[config.mk]
export PLATFORM = sky130hd
export DESIGN_NAME = qdec_ctx_mem_ctrl
export DESIGN_NICKNAME = d
export VERILOG_FILES = /design/src/rtl/qdec_ctx_mem_ctrl.sv
export SDC_FILE = /design/constraint.sdc
export NUM_CORES = 1
export LEC_CHECK = 0
export BUFFER_PORTS_ARGS = -buffer_cell sky130_fd_sc_hd__clkbuf_2
export CAP_MARGIN = 20
export CORE_ASPECT_RATIO = 0.7
export CORE_UTILIZATION = 45
export DETAILED_ROUTE_END_ITERATION = 16
export PLACE_DENSITY = 0.81
export SLEW_MARGIN = 20
export SYNTH_ARGS = -nofsm -noshare
export SYNTH_HDL_FRONTEND = slang
export SYNTH_SLANG_ARGS = --single-unit
[constraint.sdc]
create_clock -name clk -period 1.7 [get_ports clk]
set_clock_uncertainty 0.05 [all_clocks]
set_input_delay 0.34 -clock clk [delete_from_list [all_inputs] [get_ports clk]]
set_output_delay 0.34 -clock clk [all_outputs]
set_load 0.03 [all_outputs]
[src/rtl/qdec_ctx_mem_ctrl.sv]
// CABAC context-state SRAM arbiter: init FSM passthrough, bin-decoder access,
// and the WPP save (main -> backup) / restore (backup -> main) copy engine.
module qdec_ctx_mem_ctrl #(
   parameter int CTX_NUM = 567,
   parameter int ADDR_W  = 10,
   parameter int DATA_W  = 7
) (
   input  logic              clk,
   input  logic              rst_n,
   input  logic              ctx_init_start,
   input  logic [ADDR_W-1:0] ctx_init_addr,
   input  logic [DATA_W-1:0] ctx_init_wdata,
   input  logic              ctx_init_we,
   input  logic              ctx_init_done,
   input  logic              sync_save_start,
   input  logic              sync_rest_start,
   output logic              sync_done,
   input  logic              dec_req,
   input  logic              dec_we,
   input  logic [ADDR_W-1:0] dec_addr,
   input  logic [DATA_W-1:0] dec_wdata,
   output logic              dec_gnt,
   output logic [DATA_W-1:0] dec_rdata,
   output logic              dec_rvalid,
   output logic [ADDR_W-1:0] mem_addr,
   output logic [DATA_W-1:0] mem_wdata,
   output logic              mem_we,
   input  logic [DATA_W-1:0] mem_rdata,
   output logic [ADDR_W-1:0] bk_addr,
   output logic [DATA_W-1:0] bk_wdata,
   output logic              bk_we,
   input  logic [DATA_W-1:0] bk_rdata,
   output logic              busy,
   output logic              err
);

   typedef enum logic [1:0] {
      S_IDLE = 2'd0,
      S_INIT = 2'd1,
      S_SAVE = 2'd2,
      S_REST = 2'd3
   } state_t;

   localparam logic [ADDR_W-1:0] LAST_ADDR = ADDR_W'(CTX_NUM - 1);

   state_t            r_state;
   state_t            w_state_nxt;
   logic [ADDR_W-1:0] r_cnt;
   logic [ADDR_W-1:0] r_wr_addr;
   logic              r_wr_v;
   logic              r_drain;
   logic              r_sync_done;
   logic              r_rvalid;
   logic [DATA_W-1:0] r_rdata;
   logic              r_err;
   logic              w_idle;
   logic              w_copy;
   logic              w_any_start;
   logic              w_gnt;

   assign w_idle      = (r_state == S_IDLE);
   assign w_copy      = (r_state == S_SAVE) || (r_state == S_REST);
   assign w_any_start = ctx_init_start | sync_save_start | sync_rest_start;
   assign w_gnt       = dec_req & w_idle & ~w_any_start;

   assign dec_gnt    = w_gnt;
   assign dec_rvalid = r_rvalid;
   assign dec_rdata  = r_rvalid ? mem_rdata : r_rdata;
   assign sync_done  = r_sync_done;
   assign busy       = ~w_idle;
   assign err        = r_err;

   // Next-state selection; start priority in IDLE is init, restore, save.
   always_comb begin
      w_state_nxt = r_state;
      case (r_state)
         S_IDLE: begin
            if (ctx_init_start)       w_state_nxt = S_INIT;
            else if (sync_rest_start) w_state_nxt = S_REST;
            else if (sync_save_start) w_state_nxt = S_SAVE;
            else                      w_state_nxt = S_IDLE;
         end
         S_INIT: begin
            if (ctx_init_done) w_state_nxt = S_IDLE;
            else               w_state_nxt = S_INIT;
         end
         S_SAVE, S_REST: begin
            if (r_drain) w_state_nxt = S_IDLE;
            else         w_state_nxt = r_state;
         end
         default: w_state_nxt = S_IDLE;
      endcase
   end

   // State, copy pipeline, read-return and sticky error registers.
   always_ff @(posedge clk) begin
      if (!rst_n) begin
         r_state     <= S_IDLE;
         r_cnt       <= '0;
         r_wr_addr   <= '0;
         r_wr_v      <= 1'b0;
         r_drain     <= 1'b0;
         r_sync_done <= 1'b0;
         r_rvalid    <= 1'b0;
         r_rdata     <= '0;
         r_err       <= 1'b0;
      end else begin
         r_state <= w_state_nxt;
         if (w_idle)
            r_cnt <= '0;
         else if (w_copy && (r_cnt != LAST_ADDR))
            r_cnt <= r_cnt + 1'b1;
         // Write stage lags the read address by one cycle (1-cycle SRAM latency).
         r_wr_v      <= w_copy & ~r_drain;
         r_wr_addr   <= r_cnt;
         r_drain     <= w_copy & ~r_drain & (r_cnt == LAST_ADDR);
         r_sync_done <= w_copy & r_drain;
         r_rvalid    <= w_gnt & ~dec_we;
         if (r_rvalid)
            r_rdata <= mem_rdata;
         r_err <= r_err | (w_any_start & ~w_idle) | (ctx_init_we & (r_state != S_INIT));
      end
   end

   // Bank port steering; both ports idle at zero unless an owner drives them.
   always_comb begin
      mem_addr  = '0;
      mem_wdata = '0;
      mem_we    = 1'b0;
      bk_addr   = '0;
      bk_wdata  = '0;
      bk_we     = 1'b0;
      case (r_state)
         S_IDLE: begin
            if (w_gnt) begin
               mem_addr  = dec_addr;
               mem_wdata = dec_wdata;
               mem_we    = dec_we;
            end else begin
               mem_we = 1'b0;
            end
         end
         S_INIT: begin
            mem_addr  = ctx_init_addr;
            mem_wdata = ctx_init_wdata;
            mem_we    = ctx_init_we;
         end
         S_SAVE: begin
            if (!r_drain) mem_addr = r_cnt;
            else          mem_addr = '0;
            if (r_wr_v) begin
               bk_we    = 1'b1;
               bk_addr  = r_wr_addr;
               bk_wdata = mem_rdata;
            end else begin
               bk_we = 1'b0;
            end
         end
         S_REST: begin
            if (!r_drain) bk_addr = r_cnt;
            else          bk_addr = '0;
            if (r_wr_v) begin
               mem_we    = 1'b1;
               mem_addr  = r_wr_addr;
               mem_wdata = bk_rdata;
            end else begin
               mem_we = 1'b0;
            end
         end
         default: begin
            mem_we = 1'b0;
            bk_we  = 1'b0;
         end
      endcase
   end

endmodule

==> results of run 1 <==
==> cells in the final DEF (no fill, tap or decap), types with 2 or more instances in the layout <==
cell and count:
clkbuf_2 65, a22o_4 3, inv_1 5, nand2_1 4, and3_4 2, a22o_1 14
mux2_2 8, a21oi_2 2, a221oi_2 2, nor2_1 5, o21ai_0 4, nand4_1 3
dfxtp_1 29, dfxtp_2 3, and2_1 19, nor3_1 2, dfxtp_4 2, buf_12 2
buf_4 37, and2_4 7, buf_8 22, nand2_4 2, buf_6 15, clkbuf_8 19
o2bb2ai_2 3, a32o_1 7, a21oi_1 5, and3_1 6, a221o_1 8, a211o_1 2
nor3b_1 3, buf_2 2, ha_1 2, nor2_4 3, a21o_1 7, or3_1 3
nand3_1 4
==> through the flow <==
step | total power, mW | TNS (ns) | cells | utilization (%)
2_1_floorplan | 1.17 | -0.504 | 211 | -
5_1_grt | 2.41 | -13.43 | 410 | 87.6
3_5_place_dp | 1.39 | -6.12 | 380 | 67.3
4_1_cts | 2.17 | -9.47 | 399 | 82.4
3_3_place_gp | 1.38 | -5.74 | 380 | 67.3
6_report | 2.36 | -12.68 | 410 | 87.6
==> synthesized netlist by cell type, types with 6 or more instances <==
master   instances  area share [%]
dfxtp_1         34              35
and2_1          26             8.4
a22o_1          17             7.7
buf_2           13             3.4
a221o_1          8             4.1
and3_1           8             2.6
mux2_2           8             4.7
a21o_1           7             2.7
a21oi_1          7             1.8
a32o_1           7             3.6
nor2_1           7             1.4
nand2_1          6             1.2
==> sequential cells by signal, indices dropped and copies added (netlist names) <==
signal and count:
r_cnt 10, r_wr_addr 10, r_rdata 7, r_state 2, dec_rvalid 1, err 1, r_drain 1, r_wr_v 1
sync_done 1
==> layer usage <==
metal	global-route usage (%)	part of all wire (%)	up-vias
li1	-	-	1092
met1	44.6	35	1306
met2	60.7	43	331
met3	13.3	14	100
met4	26.3	7.3	0
met5	0	0	-
==> worst max-delay path by stage <==
stage / endpoint / slack [ns] / cells after the start
after global placement: mem_wdata[0] / -0.37 / 5
after detailed placement: mem_wdata[4] / -0.43 / 5
after global routing: mem_wdata[0] / -0.53 / 7
after floorplan: mem_wdata[0] / -0.07 / 4
after CTS: mem_wdata[4] / -0.39 / 7
final: mem_wdata[0] / -0.52 / 7
==> final cells by class <==
| cell class | count | area [µm²] |
|---|---|---|
| fill | 146 | 498 |
| clock inverter | 1 | 5.00 |
| clock buffer | 7 | 86.3 |
| multi-input combinational | 152 | 1280 |
| tap | 52 | 65.1 |
| sequential | 34 | 692 |
| inverter | 6 | 22.5 |
| timing repair buffer | 158 | 1370 |
==> power groups by stage <==
stage,logic [mW],registers (mW),clock network [mW]
finish,0.853,0.846,0.656
global route,0.873,0.848,0.686
CTS,0.702,0.839,0.629
detailed placement,0.537,0.854,0
global placement,0.530,0.852,0
floorplan,0.316,0.853,0
==> cell families (layout without fill, tap and decap cells) <==
group	Yosys count	count (layout)	synth area share, %
AOI/OAI and AO/OA	68	68	29.1
DFF	34	34	35.2
and+or+nand+nor	72	73	22.3
adders and majority gates	2	2	1.30
xor gates and xnor gates	1	1	0.453
buffers and inverters	26	172	6.86
muxes	8	8	4.66
==> timing repair <==
item / CTS / global route
endpoints found under the setup margin: 45 / 51
setup buffers: 11 / 10
resized for setup: 100 / 56
pin swaps: 28 / 10
cloned: 1 / 2
==> key figures, run 1 <==
Die
  – Die area: ~4600 µm²
  – Die Y: 56.8 µm
  – Core Area: 4020 µm²
  – Top Ports: 105
  – Initial core utilization: around half
  – # rows: 19
  – Die W: roughly 80 µm

Final layout
  – Final Cell Area: between 3000 and 4000 µm²
  – Layout cell share with drive strength beyond 1: between 50% and 60%
  – Area Overhead vs Synth: 82.2%
  – # nets final: 416
  – ANT cells: 0

Route
  – Drt pass-1 iters: 8
  – WL per Instance: about 26 µm
  – Drc violations: 0
  – Detail Route Antenna Nets: 0
  – Vias per cell: 6.90
  – Drt first-iter violations: 488
  – WL final: 10700 µm
  – Via count: 2829

Timing
  – Setup Viol. Count Final: 42
  – Max Slew Vio Count: 0
  – Final setup margin: -0.517 ns
  – Fmax: 451 MHz
  – Slew HR: 63.8%
  – Worst Tran Pin Value: 0.542 ns
  – Final worst-path cycle share: 130%
  – Hold WS: 0.183 ns
  – Hold Vio Cnt, Final: 0
  – Final worst path period need: 2.22 ns
  – Unrepaired setup endpoints after global routing: yes

Global routing
  – Vias in the first global route: between 2k and 3k
  – Aggregate global-route resource usage: roughly two fifths
  – GR Overflow Total: 0
  – First-pass GRT wire length: 13100 µm
  – Initial antenna violation count: 0
  – Largest net degree at the start of global routing: 14

CTS
  – CTS tree: done
  – CTS root buf: clkbuf_8
  – Max clock buf depth: 2
  – Later-pin clock latency in the skew report: between 0.3 and 0.4 ns
  – CTS buffer count: 5
  – CTS sink count: 34
  – # hold bufs at CTS: 0
  – H-tree levels: 2
  – Clock transition at the registers of the reported paths: 0.08 ns

Yosys
  – Synthesized area: 1930 µm²
  – Synth cell types: 46
  – Synthesis Warnings: 0
  – Post-Syn Instances: 211
  – Asr flop ratio synth: 0%
  – Sequential area share after synthesis: 35.2%
  – Synthesis-stage register bit count: 34
  – Ys flop type: dfxtp_1
  – Synth Net Count: 270
  – Syn avg cell area: between 9 and 10 µm²
  – Post-synth EDFFs: 0

Placement
  – HPWL after DPL: 4400 µm
  – Port bufs: 104
  – Gp weighted congestion: between 0.8 and 0.9
  – Area after DPL: 2700 µm²
  – DP Worst Slack: -0.433 ns

Power and ir drop
  – Pwr per Cell Area: 669 nW/µm²
  – Switching share of power: 33.8%
  – Logic pwr share: a little over a third
  – Net switching power: 795 µW
  – Worst-case vdd ir drop: 0.735 mV
  – Clock share of power: 27.9%
  – Static leakage: 1.72 nW
  – Sequential share of power: a little over a third
  – Internal power: 1.56 mW

Worst setup path
  – Family with the most delay on the worst path: buffers and inverters
  – Worst path max stage delay: 0.33 ns
  – Crit path required time: 1.31 ns
  – Crit Reg-Reg Endpoint: r_cnt[7]
  – Cell chain of the critical path: buf_6, and3_4, buf_6, buf_6, a22o_1, a21o_1, buf_8
  – CP bufs+invs: 4
  – Worst r2r src: r_state[1]
  – Crit path DAT: 1.83 ns
  – Critical path class: reg2out
  – Slowest CP cell: dfxtp_2
  – CP most frequent cell: buf_6
  – Setup crit start: r_state[0]
  – Reg2Reg Setup Slack: -0.08 ns
  – Crit path max fanout: 6
  – Worst R2R Path Depth: 6
  – CP Launch Type: flip-flop
  – Setup crit end kind: primary output

Hold path
  – Worst hold path depth: 2
  – Worst Min Path Start: dec_we
  – Hold WC Path Type: in2reg
  – End of the worst hold path: dec_rvalid

Status
  – Violated checks: negative setup slack
  – Outcome: finished, violations left

Flow run
  – Max-cap viol count: 0
Power figures use the tool's default switching activity.
==> run 2: changes to the inputs <==
Clock period 1.7 ns to 2.3 ns, I/O delays scaled along.
==> run 2 against run 1 <==
Against the previous run:
- the flow now finishes without violations
- die area stayed put
- core utilization decreased by 20 points
- first-iteration DRC count fell by 70%
- global-route usage fell by 15 points
- sequential power decreased by 26%
- non-clock buffer count decreased by 41
- critical path type unchanged
==> key figures, run 2 (synthesis results as in run 1) <==
Final layout
  – Area occupied by multi-input gates: 1130 µm² (was 1280 µm²)
  – ANT cells: 0 (unchanged)
  – Reg area: 686 µm² (was 692 µm²)
  – Commonest cells after routing, fill and taps aside: 99 x clkbuf_2, 32 x dfxtp_1, 26 x and2_1 (was 65 x clkbuf_2, 37 x buf_4, 29 x dfxtp_1)
  – Final Cell Area: 2720 µm² (was 3520 µm²)
  – Filler cells: 336 (was 146)
  – Area Overhead vs Synth: 40.7% (was 82.2%)
  – # nets final: 374 (was 416)
  – Layout cell share with drive strength beyond 1: 45.6% (was 59.2%)
  – Top Registers: r_cnt (10), r_wr_addr (10), r_rdata (7) (unchanged)
  – Most common cell after layout, fill and taps aside: clkbuf_2 (unchanged)

Flow run
  – Max-cap viol count: 0 (unchanged)

CTS
  – Clock transition at the registers of the reported paths: 0.07 ns (was 0.08 ns)
  – Max clock buf depth: 2 (unchanged)
  – Later-pin clock latency in the skew report: 0.29 ns (was 0.31 ns)
  – CTS buffer count: 5 (unchanged)
  – H-tree levels: 2 (unchanged)
  – CTS tree: done (unchanged)
  – # hold bufs at CTS: 0 (unchanged)
  – CTS root buf: clkbuf_8 (unchanged)
  – CTS sink count: 34 (unchanged)

Placement
  – Gp weighted congestion: 0.907 (was 0.822)
  – HPWL after DPL: 4030 µm (was 4400 µm)
  – Port bufs: 104 (unchanged)
  – Area after DPL: 2520 µm² (was 2700 µm²)

Route
  – Detail Route Antenna Nets: 0 (unchanged)
  – Via count: 2059 (was 2829)
  – Drt first-iter violations: 145 (was 488)
  – Vias per cell: 5.60 (was 6.90)
  – Drc violations: 0 (unchanged)
  – WL per Instance: 14.4 µm (was 26.0 µm)
  – Drt pass-1 iters: 4 (was 8)
  – WL final: 5300 µm (was 10700 µm)

Die
  – Top Ports: 105 (unchanged)
  – Die Y: 56.8 µm (unchanged)
  – Initial core utilization: 48.1% (unchanged)
  – Die W: 80.3 µm (unchanged)
  – # rows: 19 (unchanged)
  – Core Area: 4020 µm² (unchanged)
  – Die area: 4560 µm² (unchanged)

Global routing
  – Vias in the first global route: 1697 (was 2569)
  – Initial antenna violation count: 0 (unchanged)
  – Met3 usage: 6.50% (was 13.3%)
  – First-pass GRT wire length: 8340 µm (was 13100 µm)
  – Aggregate global-route resource usage: 24.1% (was 38.8%)
  – Grt peak-use layer: met2 (unchanged)
  – M1 GR Usage: 34.4% (was 44.6%)
  – Largest net degree at the start of global routing: 28 (was 14)
  – GR Overflow Total: 0 (unchanged)
  – Global routing usage on met2: 36.3% (was 60.7%)

Worst setup path
  – CP bufs+invs: 3 (was 4)
  – Setup crit end kind: primary output (unchanged)
  – Crit path DAT: 1.71 ns (was 1.83 ns)
  – Crit path required time: 1.79 ns (was 1.31 ns)
  – Worst path max stage delay: 0.37 ns (was 0.33 ns)
  – Worst R2R Path Depth: 5 (was 6)
  – Crit path max fanout: 8 (was 6)
  – Cell chain of the critical path: buf_6, nor2b_2, buf_6, a32o_1, a221o_1, clkbuf_2 (was buf_6, and3_4, buf_6, buf_6, a22o_1, a21o_1, buf_8)
  – CP most frequent cell: buf_6 (unchanged)
  – Critical path class: reg2out (unchanged)
  – CP Launch Type: flip-flop (unchanged)
  – Slowest CP cell: dfxtp_4 (was dfxtp_2)
  – Family with the most delay on the worst path: buffers and inverters (unchanged)
  – Number of stages on the worst setup path: 6 (was 7)

Timing
  – Hold Vio Cnt, Final: 0 (unchanged)
  – Final worst path period need: 2.22 ns
  – Setup Viol. Count Final: 0 (was 42)
  – Unrepaired setup endpoints after global routing: no (was yes)
  – Fin Setup TNS: 0 ns (was -12.68 ns)
  – Max Slew Vio Count: 0 (unchanged)
  – Slew HR: 66.8% (was 63.8%)
  – Worst Tran Pin Value: 0.497 ns (was 0.542 ns)
  – Final worst-path cycle share: 96.6%
  – Fmax: between 400 and 500 MHz

Power and ir drop
  – Worst-case vdd ir drop: 0.467 mV (was 0.735 mV)
  – Pwr per Cell Area: 621 nW/µm² (was 669 nW/µm²)
  – Static leakage: 1.36 nW (was 1.72 nW)

Status
  – Outcome: finished clean (was finished, violations left)

Hold path
  – Worst hold path depth: 2 (unchanged)
  – Hold WC Path Type: in2reg (unchanged)
==> run 2: changes by cell type in the layout (fill, tap and decap cells not counted), sizes merged <==
cell,delta
buf,-60
clkbuf,+19
bufinv,+2
bufbuf,-1
clkinv,-1
nor2b,-1
==> run 2: path summary, 6_finish.rpt <==
check / start / endpoint / slack, ns
worst max-delay path: r_state[0] / mem_addr[3] / 0.08
worst min-delay path: dec_we / dec_rvalid / 0.30
worst max register to register: r_cnt[0] / r_cnt[1] / 0.59
worst min register to register: r_cnt[9] / r_wr_addr[9] / 0.47
==> run 2: through the flow <==
| step | std cells | worst slack [ns] | hold WS [ns] | utilization (%) | total power, mW |
|---|---|---|---|---|---|
| global route | 368 | 0.0179 | 0.293 | 67.6 | 1.76 |
| finish | 368 | 0.0786 | 0.295 | 67.6 | 1.69 |
| floorplan | 211 | 0.294 | 0.418 | - | 0.860 |
| CTS | 367 | 0.00241 | 0.283 | 66.6 | 1.68 |
| global placement | 359 | 0.246 | 0.465 | 62.8 | 0.990 |
| detailed placement | 359 | 0.225 | 0.464 | 62.8 | 0.993 |
==> run 2: cell type report <==
cell class	count	area share (%)
clock buffers	6	3.04
clock inverters	2	2.21
flip-flops and latches	34	25.2
repair buffers	117	24.5
multi-input cells	151	41.8
inverters	6	0.829
well taps	52	2.39
==> run 2: where the power goes <==
group          leakage, nW  switching, mW  internal (mW)  total, mW
clock network       0.0714          0.224          0.462      0.686
registers            0.276         0.0233          0.604      0.627
logic                 1.02          0.218          0.155      0.373
==> run 2: what timing repair did <==
action | in CTS | in global routing
resized for setup | 3 | 17
endpoints found under the setup margin | 15 | 26
buffers inserted | 0 | 1
gates cloned | 0 | 0
==> run 2: metal layers <==
layer | vias up | share of wire, %
li1 | 1010 | -
met1 | 965 | 47
met2 | 80 | 46
met3 | 4 | 6.5
met4 | 0 | 0.83
met5 | - | 0
==> run 3: changes to the inputs <==
Clock period 2.3 ns to 2.2 ns, I/O delays scaled along.
==> run 3 against run 2 <==
Against the previous run:
- worst hold slack got worse by 0.021 ns
- worst setup slack got worse by 0.014 ns
- sequential cell count unchanged
- core utilization decreased by 0.062 points
- critical path depth decreased by 1
- die area unchanged
- sequential power increased by 4.9%
- clock power increased by 2%
- cell area about the same
- total power increased by 3.5%
- critical path type unchanged
- largest cell class unchanged
==> key figures, run 3 (synthesis results as in run 1) <==
Status
  – Outcome: finished clean (unchanged)

Worst setup path
  – Setup crit end kind: primary output (unchanged)
  – Crit path DAT: 1.65 ns (was 1.71 ns)
  – Slowest CP cell: dfxtp_4 (unchanged)
  – Worst path max stage delay: 0.38 ns (was 0.37 ns)
  – Critical path class: reg2out (unchanged)
  – CP Launch Type: flip-flop (unchanged)
  – Crit path required time: 1.71 ns (was 1.79 ns)
  – Crit path max fanout: 10 (was 8)
  – Cell chain of the critical path: and3_1, buf_12, a221oi_1, o2bb2ai_1, clkbuf_2 (was buf_6, nor2b_2, buf_6, a32o_1, a221o_1, clkbuf_2)

Final layout
  – Commonest cells after routing, fill and taps aside: 102 x clkbuf_2, 31 x dfxtp_1, 26 x and2_1 (was 99 x clkbuf_2, 32 x dfxtp_1, 26 x and2_1)
  – # nets final: 374 (unchanged)
  – Layout cell share with drive strength beyond 1: 45.9% (was 45.6%)
  – Filler cells: 347 (was 336)
  – Top Registers: r_cnt (10), r_wr_addr (10), r_rdata (7) (unchanged)
  – Most common cell after layout, fill and taps aside: clkbuf_2 (unchanged)
  – Finished Layout Cells: 368 (unchanged)
  – ANT cells: 0 (unchanged)
  – Area Overhead vs Synth: 40.5% (was 40.7%)

Timing
  – Slew HR: 66.7% (was 66.8%)
  – Fmax: 468 MHz
  – Max Slew Vio Count: 0 (unchanged)
  – Final worst path period need: 2.14 ns
  – Final worst-path cycle share: between 90% and 100%
  – Worst Tran Pin Value: 0.498 ns (was 0.497 ns)
  – Hold WS: 0.275 ns (was 0.295 ns)
  – Hold Vio Cnt, Final: 0 (unchanged)
  – Setup Viol. Count Final: 0 (unchanged)

Global routing
  – Largest net degree at the start of global routing: 28 (unchanged)
  – Aggregate global-route resource usage: 24.4% (was 24.1%)
  – Initial antenna violation count: 0 (unchanged)
  – First-pass GRT wire length: 8410 µm (was 8340 µm)
  – Vias in the first global route: 1708 (was 1697)
  – GR Overflow Total: 0 (unchanged)

CTS
  – Max clock buf depth: 2 (unchanged)
  – Clock transition at the registers of the reported paths: 0.08 ns (was 0.07 ns)
  – CTS sink count: 34 (unchanged)
  – CTS root buf: clkbuf_8 (unchanged)
  – # hold bufs at CTS: 0 (unchanged)
  – CTS buffer count: 5 (unchanged)
  – Later-pin clock latency in the skew report: 0.29 ns (about the same)
  – CTS tree: done (unchanged)
  – H-tree levels: 2 (unchanged)

Placement
  – HPWL after DPL: 4170 µm (was 4030 µm)
  – Port bufs: 104 (unchanged)
  – Gp weighted congestion: 0.905 (was 0.907)
  – DP Cell Count: 360 (was 359)

Route
  – Drt first-iter violations: 177 (was 145)
  – Drt pass-1 iters: 4 (unchanged)
  – Vias per cell: 5.56 (was 5.60)
  – Detail Route Antenna Nets: 0 (unchanged)
  – Via count: 2045 (was 2059)
  – WL per Instance: 15.0 µm (was 14.4 µm)
  – WL final: 5510 µm (was 5300 µm)
  – Drc violations: 0 (unchanged)

Power and ir drop
  – Pwr per Cell Area: 643 nW/µm² (was 621 nW/µm²)
  – Worst-case vdd ir drop: 0.497 mV (was 0.467 mV)
  – Static leakage: 1.36 nW (about the same)

Die
  – Die W: 80.3 µm (unchanged)
  – Initial core utilization: 48.1% (unchanged)
  – Core Area: 4020 µm² (unchanged)
  – Top Ports: 105 (unchanged)
  – Die area: 4560 µm² (unchanged)
  – # rows: 19 (unchanged)
  – Die Y: 56.8 µm (unchanged)

Flow run
  – Max-cap viol count: 0 (unchanged)

Hold path
  – Hold WC Path Type: in2reg (unchanged)
-- run 3: final timing paths --
kind	startpoint	to	slack (ns)	cells past startpoint
max reg2reg	r_cnt[0]	r_cnt[8]	0.47	4
min	dec_we	dec_rvalid	0.27	2
min reg2reg	r_drain	r_state[1]	0.46	1
max	r_state[0]	mem_addr[9]	0.06	5
-- run 3: report_power, final --
group / switching, mW / leakage (nW) / total [mW] / internal [mW]
Combinational: 0.227 / 1.02 / 0.389 / 0.162
Clock: 0.246 / 0.0683 / 0.700 / 0.454
Sequential: 0.0267 / 0.277 / 0.658 / 0.631
Total: 0.500 / 1.36 / 1.75 / 1.25
-- run 3: metrics by stage --
step / util [%] / setup WS [ns] / TNS, ns / instance area, µm² / total power [mW]
final: 67.6 / 0.0644 / 0 / 2720 / 1.75
after global routing: 67.6 / -0.00718 / -0.0111 / 2720 / 1.80
after CTS: 67.0 / 0.00722 / 0 / 2690 / 1.74
after detailed placement: 63.3 / 0.153 / 0 / 2540 / 1.05
after global placement: 63.3 / 0.194 / 0 / 2540 / 1.04
after floorplan: - / 0.234 / 0 / 1930 / 0.899
-- run 3: repair_timing --
item,CTS,global route
buffers inserted,0,1
hold endpoints to repair,0,0
resized for setup,5,10
endpoints found under the setup margin,35,26
-- run 3: worst max-delay path, delay by kind of cell, from the launching register on --
kind	cells	cell delay, ns
compound gates	2	0.40
flops	1	0.38
buf+inv	2	0.35
simple gates	1	0.23
-- run 3: layout make-up --
| class | count | area, µm² | area share, % |
|---|---|---|---|
| clock buffer | 5 | 68.8 | 2.53 |
| clock inverter | 3 | 68.8 | 2.53 |
| inverter | 6 | 22.5 | 0.829 |
| multi-input combinational | 151 | 1130 | 41.8 |
| sequential | 34 | 689 | 25.4 |
| tap | 52 | 65.1 | 2.40 |
| timing repair buffer | 117 | 666 | 24.5 |
-- run 3: routing by layer --
metal / vias up / global-route usage, % / wire [µm]
li1: 1010 / - / -
met5: - / 0 / 0
met1: 937 / 34.4 / 2560
met2: 92 / 36.6 / 2480
met4: 0 / 7.91 / 55
met3: 6 / 5.37 / 415
